File: src/rtl/des_key_schedule.sv
// des_key_schedule: iterative DES key schedule. A 64-bit key is reduced by
// PC-1 into C/D halves, then one subkey per clock is produced by rotating
// C/D and applying PC-2. All sixteen subkeys stay registered until the next
// accepted load. In decrypt mode the bank is filled in reverse order so the
// same encrypt datapath runs the inverse cipher.
// Optional feature: define DES_KEY_PARITY_CHECK_EN to reject keys whose bytes
// are not odd parity and to expose the parity_err output.
module des_key_schedule #(
  parameter int CLEAR_ON_LOAD = 1
) (
  input  logic        clk,
  input  logic        rst_n,
  input  logic [63:0] key_in,
  input  logic        decrypt,
  input  logic        key_load,
  output logic        busy,
  output logic        keys_valid,
  output logic [47:0] Key1,
  output logic [47:0] Key2,
  output logic [47:0] Key3,
  output logic [47:0] Key4,
  output logic [47:0] Key5,
  output logic [47:0] Key6,
  output logic [47:0] Key7,
  output logic [47:0] Key8,
  output logic [47:0] Key9,
  output logic [47:0] Key10,
  output logic [47:0] Key11,
  output logic [47:0] Key12,
  output logic [47:0] Key13,
  output logic [47:0] Key14,
  output logic [47:0] Key15,
  output logic [47:0] Key16
`ifdef DES_KEY_PARITY_CHECK_EN
  ,
  output logic        parity_err
`endif
);

  localparam logic [0:0] IDLE = 1'b0;
  localparam logic [0:0] GEN  = 1'b1;

  // Bit positions are DES-style: 1 = MSB of the source vector.
  localparam int PC1_TAB [56] = '{
    57, 49, 41, 33, 25, 17,  9,  1, 58, 50, 42, 34, 26, 18,
    10,  2, 59, 51, 43, 35, 27, 19, 11,  3, 60, 52, 44, 36,
    63, 55, 47, 39, 31, 23, 15,  7, 62, 54, 46, 38, 30, 22,
    14,  6, 61, 53, 45, 37, 29, 21, 13,  5, 28, 20, 12,  4
  };

  localparam int PC2_TAB [48] = '{
    14, 17, 11, 24,  1,  5,  3, 28, 15,  6, 21, 10,
    23, 19, 12,  4, 26,  8, 16,  7, 27, 20, 13,  2,
    41, 52, 31, 37, 47, 55, 30, 40, 51, 45, 33, 48,
    44, 49, 39, 56, 34, 53, 46, 42, 50, 36, 29, 32
  };

  function automatic logic [55:0] pc1(input logic [63:0] k);
    logic [55:0] r;
    r = '0;
    for (int i = 0; i < 56; i++) r[6'(55 - i)] = k[6'(64 - PC1_TAB[i])];
    return r;
  endfunction

  function automatic logic [47:0] pc2(input logic [55:0] cd);
    logic [47:0] r;
    r = '0;
    for (int i = 0; i < 48; i++) r[6'(47 - i)] = cd[6'(56 - PC2_TAB[i])];
    return r;
  endfunction

  function automatic logic [27:0] rotl(input logic [27:0] v, input logic two);
    return two ? {v[25:0], v[27:26]} : {v[26:0], v[27]};
  endfunction

  logic [0:0]  state;
  logic [3:0]  rnd;
  logic        mode;
  logic [27:0] c;
  logic [27:0] d;
  logic [47:0] sk [16];
  logic        single_shift;
  logic        load_ok;
  logic        load_bad;
  logic [27:0] c_nx;
  logic [27:0] d_nx;
  logic [3:0]  wr_idx;
  logic [55:0] pc1_key;

  // rnd is 4 bits, so round 16 is encoded as 0; wr_idx is the 0-based bank slot.
  assign single_shift = (rnd == 4'd1) || (rnd == 4'd2) || (rnd == 4'd9) || (rnd == 4'd0);
  assign c_nx         = rotl(c, !single_shift);
  assign d_nx         = rotl(d, !single_shift);
  assign wr_idx       = mode ? (4'd0 - rnd) : (rnd - 4'd1);
  assign pc1_key      = pc1(key_in);
  assign busy         = (state == GEN);

`ifdef DES_KEY_PARITY_CHECK_EN
  function automatic logic odd_parity(input logic [63:0] k);
    logic ok;
    ok = 1'b1;
    for (int i = 0; i < 8; i++) ok = ok & (^k[6'(i * 8) +: 8]);
    return ok;
  endfunction

  assign load_ok  = key_load && (state == IDLE) && odd_parity(key_in);
  assign load_bad = key_load && (state == IDLE) && !odd_parity(key_in);

  // Parity flag: set by a rejected load, cleared by a good load or reset.
  always_ff @(posedge clk) begin
    if (!rst_n)        parity_err <= 1'b0;
    else if (load_ok)  parity_err <= 1'b0;
    else if (load_bad) parity_err <= 1'b1;
  end
`else
  // Parity bits are simply dropped when checking is not built in.
  logic parity_unused;
  assign parity_unused = ^{key_in[56], key_in[48], key_in[40], key_in[32],
                           key_in[24], key_in[16], key_in[8],  key_in[0]};
  assign load_ok  = key_load && (state == IDLE);
  assign load_bad = 1'b0;
`endif

  // Control: accept loads in IDLE, count rounds in GEN, flag completion.
  always_ff @(posedge clk) begin
    if (!rst_n) begin
      state      <= IDLE;
      rnd        <= 4'd0;
      mode       <= 1'b0;
      keys_valid <= 1'b0;
    end else if (load_ok) begin
      state      <= GEN;
      rnd        <= 4'd1;
      mode       <= decrypt;
      keys_valid <= 1'b0;
    end else if (load_bad) begin
      keys_valid <= 1'b0;
    end else if (state == GEN) begin
      rnd <= rnd + 4'd1;
      if (rnd == 4'd0) begin
        state      <= IDLE;
        keys_valid <= 1'b1;
      end
    end
  end

  // C/D halves: PC-1 on load, rotated once per round.
  always_ff @(posedge clk) begin
    if (!rst_n) begin
      c <= '0;
      d <= '0;
    end else if (load_ok) begin
      c <= pc1_key[55:28];
      d <= pc1_key[27:0];
    end else if (state == GEN) begin
      c <= c_nx;
      d <= d_nx;
    end
  end

  // Subkey bank: optionally cleared on load, one slot written per round.
  always_ff @(posedge clk) begin
    if (!rst_n) begin
      for (int i = 0; i < 16; i++) sk[i] <= '0;
    end else if (load_ok) begin
      if (CLEAR_ON_LOAD != 0) begin
        for (int i = 0; i < 16; i++) sk[i] <= '0;
      end
    end else if (state == GEN) begin
      sk[wr_idx] <= pc2({c_nx, d_nx});
    end
  end

  assign Key1  = sk[0];
  assign Key2  = sk[1];
  assign Key3  = sk[2];
  assign Key4  = sk[3];
  assign Key5  = sk[4];
  assign Key6  = sk[5];
  assign Key7  = sk[6];
  assign Key8  = sk[7];
  assign Key9  = sk[8];
  assign Key10 = sk[9];
  assign Key11 = sk[10];
  assign Key12 = sk[11];
  assign Key13 = sk[12];
  assign Key14 = sk[13];
  assign Key15 = sk[14];
  assign Key16 = sk[15];

endmodule

File: config.mk
export PLATFORM = sky130hd
export DESIGN_NAME = des_key_schedule
export DESIGN_NICKNAME = d
export VERILOG_FILES = /design/src/rtl/des_key_schedule.sv
export SDC_FILE = /design/constraint.sdc
export NUM_CORES = 1
export LEC_CHECK = 0
export CORE_AREA = 4 4 321 323
export DETAILED_ROUTE_END_ITERATION = 10
export DIE_AREA = 0 0 325 327
export GPL_TIMING_DRIVEN = 0
export HOLD_SLACK_MARGIN = 0.06
export PLACE_DENSITY = 0.54
export SLEW_MARGIN = 40
export SYNTH_ARGS = -nofsm -noshare
export SYNTH_HDL_FRONTEND = slang
export SYNTH_SLANG_ARGS = --single-unit
File: constraint.sdc
create_clock -name clk -period 5.5 [get_ports clk]
set_clock_uncertainty 0.05 [all_clocks]
set_input_delay 1.1 -clock clk [delete_from_list [all_inputs] [get_ports clk]]
set_output_delay 1.1 -clock clk [all_outputs]
set_load 0.1 [all_outputs]
==> out/results.txt, run 1 <==
Post-Route Setup TNS - 0 ps
Net Switching - 4610 µW
Die area - 106000 µm²
Core Region - 99900 µm²
Period Utilization, post-route - 0.731
Hold WC Path Type - reg2reg
Die H - 327 µm
Fraction of layout cells with a size suffix above 1 - 0.402
Power Density - 400 nW/µm²
Initial DRC Count - 948
CTS resizes - 0
Most common cell after layout, fill and taps aside - buf_2
Buffers added on ports - 437
Seq/Total Area, Yosys - 0.672
Top cells by area, synth - edfxtp_1 (61%), buf_4 (13%), nor2_1 (7.8%)
Switching Share - 0.412
Worst hold slack - 463 ps
Initial core utilization - 0.205
CP endpoint kind - flip-flop
Number of global-route vias before repair - 13900
Worst-Skew Late Latency - 600 ps
Mapped Cells - 1610
Max Cap Viol - 0
Cell taking the most area after synthesis - edfxtp_1
# DRC - 0
Total Routing Usage GR - 0.136
Final instance count without filler cells - 3820
Worst path slowest cell - nand2_2
Number of post-CTS setup repair buffers - 0
Routed wl met2 - 36.8 mm
Inst Count DP - 3716
Comb pwr share - 0.311
Critical Path Most Common Cell - buf_2
CP arrival - 4200 ps
Drt pass-1 iters - 5
Final Hold Vio Count - 0
Post-Route WL - 76.0 mm
Syn avg cell area - 12.7 µm²
Reg power frac - 0.379
Final Critical Period - 4020 ps
CTS tree - built
H-tree Lvls - 2
Post-synth EDFFs - 416
Status - finished clean
GPL Wtd Cong - 0.778
# setup viols final - 0
Fin. max-slew vios - 0
Worst Path Required - 5680 ps
Initial antenna violation count - 8
Routed vias/inst - 3.68
Yosys Warn Count - 0
RSZ-0062 raised after global routing - no
Total CTS buffers - 53
#FFs+latches synth - 479
Pin count of the biggest net entering global routing - 27
Clk buf depth - 3
CP Max Fanout - 26
# IOs - 838
CTS sink count - 479
Top sig layer - met4
Unique cell type count in the Yosys netlist - 42
Root buffer cell - clkbuf_16
Clock power frac - 0.310
Die Wd - 325 µm
Dpl hpwl - 58.2 mm
Slowest stage delay, CP - 600 ps
Dpl ws - 961 ps
Nets - 2547
Total gr overflow - 0
Area grow syn2layout - 37.0%
Worst Setup Slack, final - 1480 ps
First-pass GRT wire length - 104 mm
Most frequent cells in the layout - buf_2 (461), nor2_1 (423), edfxtp_1 (416)
Antenna Violating Nets Remaining - 0
Drt wl/cell - 19.9 µm
Worst setup SP type - flip-flop
Std cell rows - 116
Met3 wire len - 5.34 mm
Hold_buf cts - 0
Internal power - 6590 µW
Leak pwr - 0.0124 µW
Worst path cell trace - buf_2 > inv_1 > ha_1 > or3b_2 > a21oi_4 > nand4_2 > buf_2 > nand2_2
Worst Tran Pin Value - 916 ps
Slew HR - 0.389
Worst setup path class - reg2reg
Routed vias - 14100
Yosys top cell area share - 0.610
Worst vdd ir - 0.192 mV
Cell area after synthesis - 20500 µm²
Primary FF master, synth - edfxtp_1
Max Freq - 0.249 GHz
Wire length on met1 - 31.5 mm
CTS clk-pin slew, worst paths - 60 ps
Async set or reset register ratio after synthesis - 0
[through the flow]
stage / cell area, µm² / total power, µW / utilization
after floorplan: 21800 / 7250 / -
after global placement: 27800 / 7920 / 0.278
after detailed placement: 26300 / 7820 / 0.264
after CTS: 28000 / 11300 / 0.280
after global routing: 28000 / 11500 / 0.281
final: 28000 / 11200 / 0.281
[power groups by stage]
| stage | Combinational [µW] | Sequential, µW | Clock (µW) |
|---|---|---|---|
| 2_1_floorplan | 1540 | 5700 | 0 |
| 3_3_place_gp | 3590 | 4330 | 0 |
| 3_5_place_dp | 3490 | 4330 | 0 |
| 4_1_cts | 3490 | 4250 | 3550 |
| 5_1_grt | 3570 | 4270 | 3700 |
| 6_report | 3480 | 4250 | 3470 |
[cell usage after synthesis, types with 4 or more instances]
cell type,instances
nor2_1,423
edfxtp_1,416
buf_4,356
dfxtp_1,63
mux2i_1,58
o21ai_0,57
buf_2,43
a21oi_1,41
clkbuf_1,38
nand2_1,37
mux2_2,16
ha_1,5
buf_6,4
nand4_2,4
nand4_4,4
o211ai_2,4
o211ai_4,4
[layer usage]
| metal | up-vias | GRT usage |
|---|---|---|
| met4 | 0 | 0.0459 |
| li1 | 6520 | - |
| met5 | - | 0 |
| met2 | 758 | 0.232 |
| met1 | 6696 | 0.170 |
| met3 | 98 | 0.0303 |
[logic make-up (layout without fill, tap and decap cells)]
| logic type | after synthesis | after routing | synth area share |
|---|---|---|---|
| other | 1 | 357 | 0.000183 |
| AO/OA/AOI/OAI | 113 | 113 | 0.0345 |
| buffers and inverters | 445 | 1001 | 0.151 |
| multiplexers | 74 | 74 | 0.0372 |
| XOR/XNOR | 5 | 5 | 0.00379 |
| adder cells (fa/ha/maj) | 5 | 5 | 0.00306 |
| flip-flops | 479 | 479 | 0.672 |
| AND/OR/NAND/NOR | 488 | 488 | 0.0984 |
[path summary, 6_finish.rpt]
| kind | cells after the start | slack [ps] | end | startpoint |
|---|---|---|---|---|
| max | 8 | 1480 | sk[9][14]$_SDFFCE_PN0P_ | rnd[0]$_SDFFE_PN0P_ |
| min | 2 | 460 | d[12]$_SDFFE_PN0P_ | d[12]$_SDFFE_PN0P_ |
| max reg2reg | 8 | 1480 | sk[9][14]$_SDFFCE_PN0P_ | rnd[0]$_SDFFE_PN0P_ |
| min reg2reg | 2 | 460 | d[12]$_SDFFE_PN0P_ | d[12]$_SDFFE_PN0P_ |
[layout make-up]
| class | count | area, µm² |
|---|---|---|
| fill | 10400 | 71800 |
| sequential | 479 | 13800 |
| multi-input combinational | 1037 | 5300 |
| buffer | 442 | 3090 |
| timing repair buffer | 458 | 2580 |
| tap | 1298 | 1620 |
| clock buffer | 62 | 1360 |
| clock inverter | 36 | 310 |
| antenna | 5 | 12.5 |
| inverter | 3 | 11.3 |
[registers in the layout, indices dropped and copies added (netlist names)]
name / flops
d: 28
rnd: 4
c: 28
keys_valid: 1
sk: 416
mode: 1
busy: 1
[worst max-delay path, delay by kind of cell (launching register included)]
| kind | cells | cell delay, ps |
|---|---|---|
| adders and majority gates | 1 | 440 |
| and+or+nand+nor | 3 | 1580 |
| buffers and inverters | 3 | 780 |
| AOI/OAI and AO/OA | 1 | 280 |
| DFF | 1 | 480 |
Note: power is estimated with default switching activity, not from simulation.
==> run 2, diff against run 1 <==
--- a/config.mk
+++ b/config.mk
@@ -5,9 +5,9 @@
 export SDC_FILE = /design/constraint.sdc
 export NUM_CORES = 1
 export LEC_CHECK = 0
-export CORE_AREA = 4 4 321 323
+export CORE_AREA = 4 4 322 324
 export DETAILED_ROUTE_END_ITERATION = 10
-export DIE_AREA = 0 0 325 327
+export DIE_AREA = 0 0 326 328
 export GPL_TIMING_DRIVEN = 0
 export HOLD_SLACK_MARGIN = 0.06
 export PLACE_DENSITY = 0.54
==> constraint.sdc (replaced) <==
create_clock -name clk -period 3.8 [get_ports clk]
set_clock_uncertainty 0.05 [all_clocks]
set_input_delay 0.76 -clock clk [delete_from_list [all_inputs] [get_ports clk]]
set_output_delay 0.76 -clock clk [all_outputs]
set_load 0.1 [all_outputs]
==> run 2 against run 1 <==
  * Wire length hardly changed
  * Critical path depth stayed put
  * Worst hold slack worse by 26 ps
  * Flip-flop and latch count stayed put
  * Critical endpoint is now sk[14][11]$_SDFFCE_PN0P_
  * Largest cell class unchanged
==> out/results.txt, run 2 (synthesis gave the netlist of run 1 again) <==
Status - finished clean
Most frequent cells in the layout - buf_2 (458), nor2_1 (423), edfxtp_1 (416)
CP arrival - 3880 ps
Die area - 107000 µm²
# IOs - 838
Worst-Skew Late Latency - 620 ps
Fraction of layout cells with a size suffix above 1 - 0.403
Max reg flops - 416
CP endpoint kind - flip-flop
Die H - 328 µm
RSZ-0062 raised after global routing - yes
Post-route cell area - 28200 µm²
Inst Count DP - 3782
Root buffer cell - clkbuf_16
Number of global-route vias before repair - 13600
Worst setup path class - reg2reg
Std cell rows - 117
CTS tree - built
Leak pwr - 0.0124 µW
Top reg by flops - sk
Routed vias/inst - 3.59
Total Routing Usage GR - 0.135
Drt wl/cell - 19.6 µm
Worst setup SP type - flip-flop
Placed cell area - 26400 µm²
Drt pass-1 iters - 5
Final instance count without filler cells - 3877
Fillers - 10500
Worst vdd ir - 0.270 mV
CP Buf/Inv Count - 3
Dpl hpwl - 58.1 mm
Total gr overflow - 0
Final total power - 16300 µW
GPL Wtd Cong - 0.762
Die Wd - 326 µm
Final Critical Period - 3680 ps
CTS sink count - 479
Slowest stage delay, CP - 460 ps
Slew HR - 0.428
# DRC - 0
Initial DRC Count - 1046
Antenna Violating Nets Remaining - 0
Buffers added on ports - 437
Max Cap Viol - 0
Layout Utilization - 0.278
Initial core utilization - 0.202
Most common cell after layout, fill and taps aside - buf_2
Worst Path Required - 4010 ps
Top Registers - sk x416, c x28, d x28
Critical Path Most Common Cell - buf_2
Fin. max-slew vios - 0
CTS clk-pin slew, worst paths - 60 ps
Period Utilization, post-route - 0.967
Core Region - 101000 µm²
Worst path slowest cell - dfxtp_1
H-tree Lvls - 2
Hold_buf cts - 0
Clk buf depth - 3
Final Hold Vio Count - 0
Worst Tran Pin Value - 854 ps
Routed vias - 13900
Total CTS buffers - 53
Hold WC Path Type - reg2reg
CP Max Fanout - 26
Power Density - 579 nW/µm²
# setup viols final - 0
Area grow syn2layout - 37.6%
Worst hold slack - 437 ps
Post-Route WL - 76.0 mm
Max Freq - 0.272 GHz
Pin count of the biggest net entering global routing - 27
Critical path's top delay family - compound AO/OA/AOI/OAI gates
First-pass GRT wire length - 103 mm
Initial antenna violation count - 8
Worst path cell trace - buf_2 > inv_1 > ha_1 > or3b_1 > a21oi_2 > o211ai_2 > buf_2 > nand2_4
Nets - 2541
[run 2: through the flow]
| step | setup TNS, ps | worst slack [ps] |
|---|---|---|
| CTS | -9330 | -172 |
| global placement | -480300 | -1710 |
| finish | 0 | 124 |
| floorplan | 0 | 436 |
| global route | -11460 | -162 |
| detailed placement | -45020 | -368 |
[run 2: final timing paths]
| check | startpoint | endpoint | slack [ps] | cells after the start |
|---|---|---|---|---|
| max | rnd[0]$_SDFFE_PN0P_ | sk[14][11]$_SDFFCE_PN0P_ | 120 | 8 |
| min reg2reg | keys_valid$_SDFFE_PP0P_ | keys_valid$_SDFFE_PP0P_ | 440 | 2 |
| max reg2reg | rnd[0]$_SDFFE_PN0P_ | sk[14][11]$_SDFFCE_PN0P_ | 120 | 8 |
| min | keys_valid$_SDFFE_PP0P_ | keys_valid$_SDFFE_PP0P_ | 440 | 2 |
[run 2: area by class of cell]
type                            instances  area [µm²]  area share
Inverter                                3        11.3    0.000400
Sequential cell                       479       13800       0.488
Timing Repair Buffer                  454        2540      0.0902
Buffer                                440        3090       0.110
Multi-Input combinational cell       1037        5390       0.191
Antenna cell                            3        7.51    0.000267
Clock buffer                           66        1380      0.0488
Clock inverter                         27         285      0.0101
Tap cell                             1368        1710      0.0608
[run 2: power breakdown]
| part | internal [µW] | switching (µW) |
|---|---|---|
| Combinational | 664 | 4390 |
| Sequential | 6030 | 120 |
| Clock | 2900 | 2190 |
[run 2: what timing repair did]
item                                    in CTS  in global routing
cloned                                       0                  0
endpoints found under the setup margin     205                403
hold endpoints to repair                     0                  0
setup buffers                                0                  1
pin swaps                                    0                  1
gates resized for setup                     10                 12
[run 2: worst reg2reg max path, cell delays in order, from the launching register on]
cell and delay, ps:
dfxtp_1 460, buf_2 260, inv_1 110, ha_1 410, or3b_1 400, a21oi_2 430
o211ai_2 440, buf_2 380, nand2_4 360
[run 2: layer usage]
layer	routed length (µm)	track usage	vias up
li1	-	-	6504
met1	30600	0.164	6557
met2	37300	0.234	745
met3	5870	0.0349	114
met4	2230	0.0443	0
met5	0	0	-
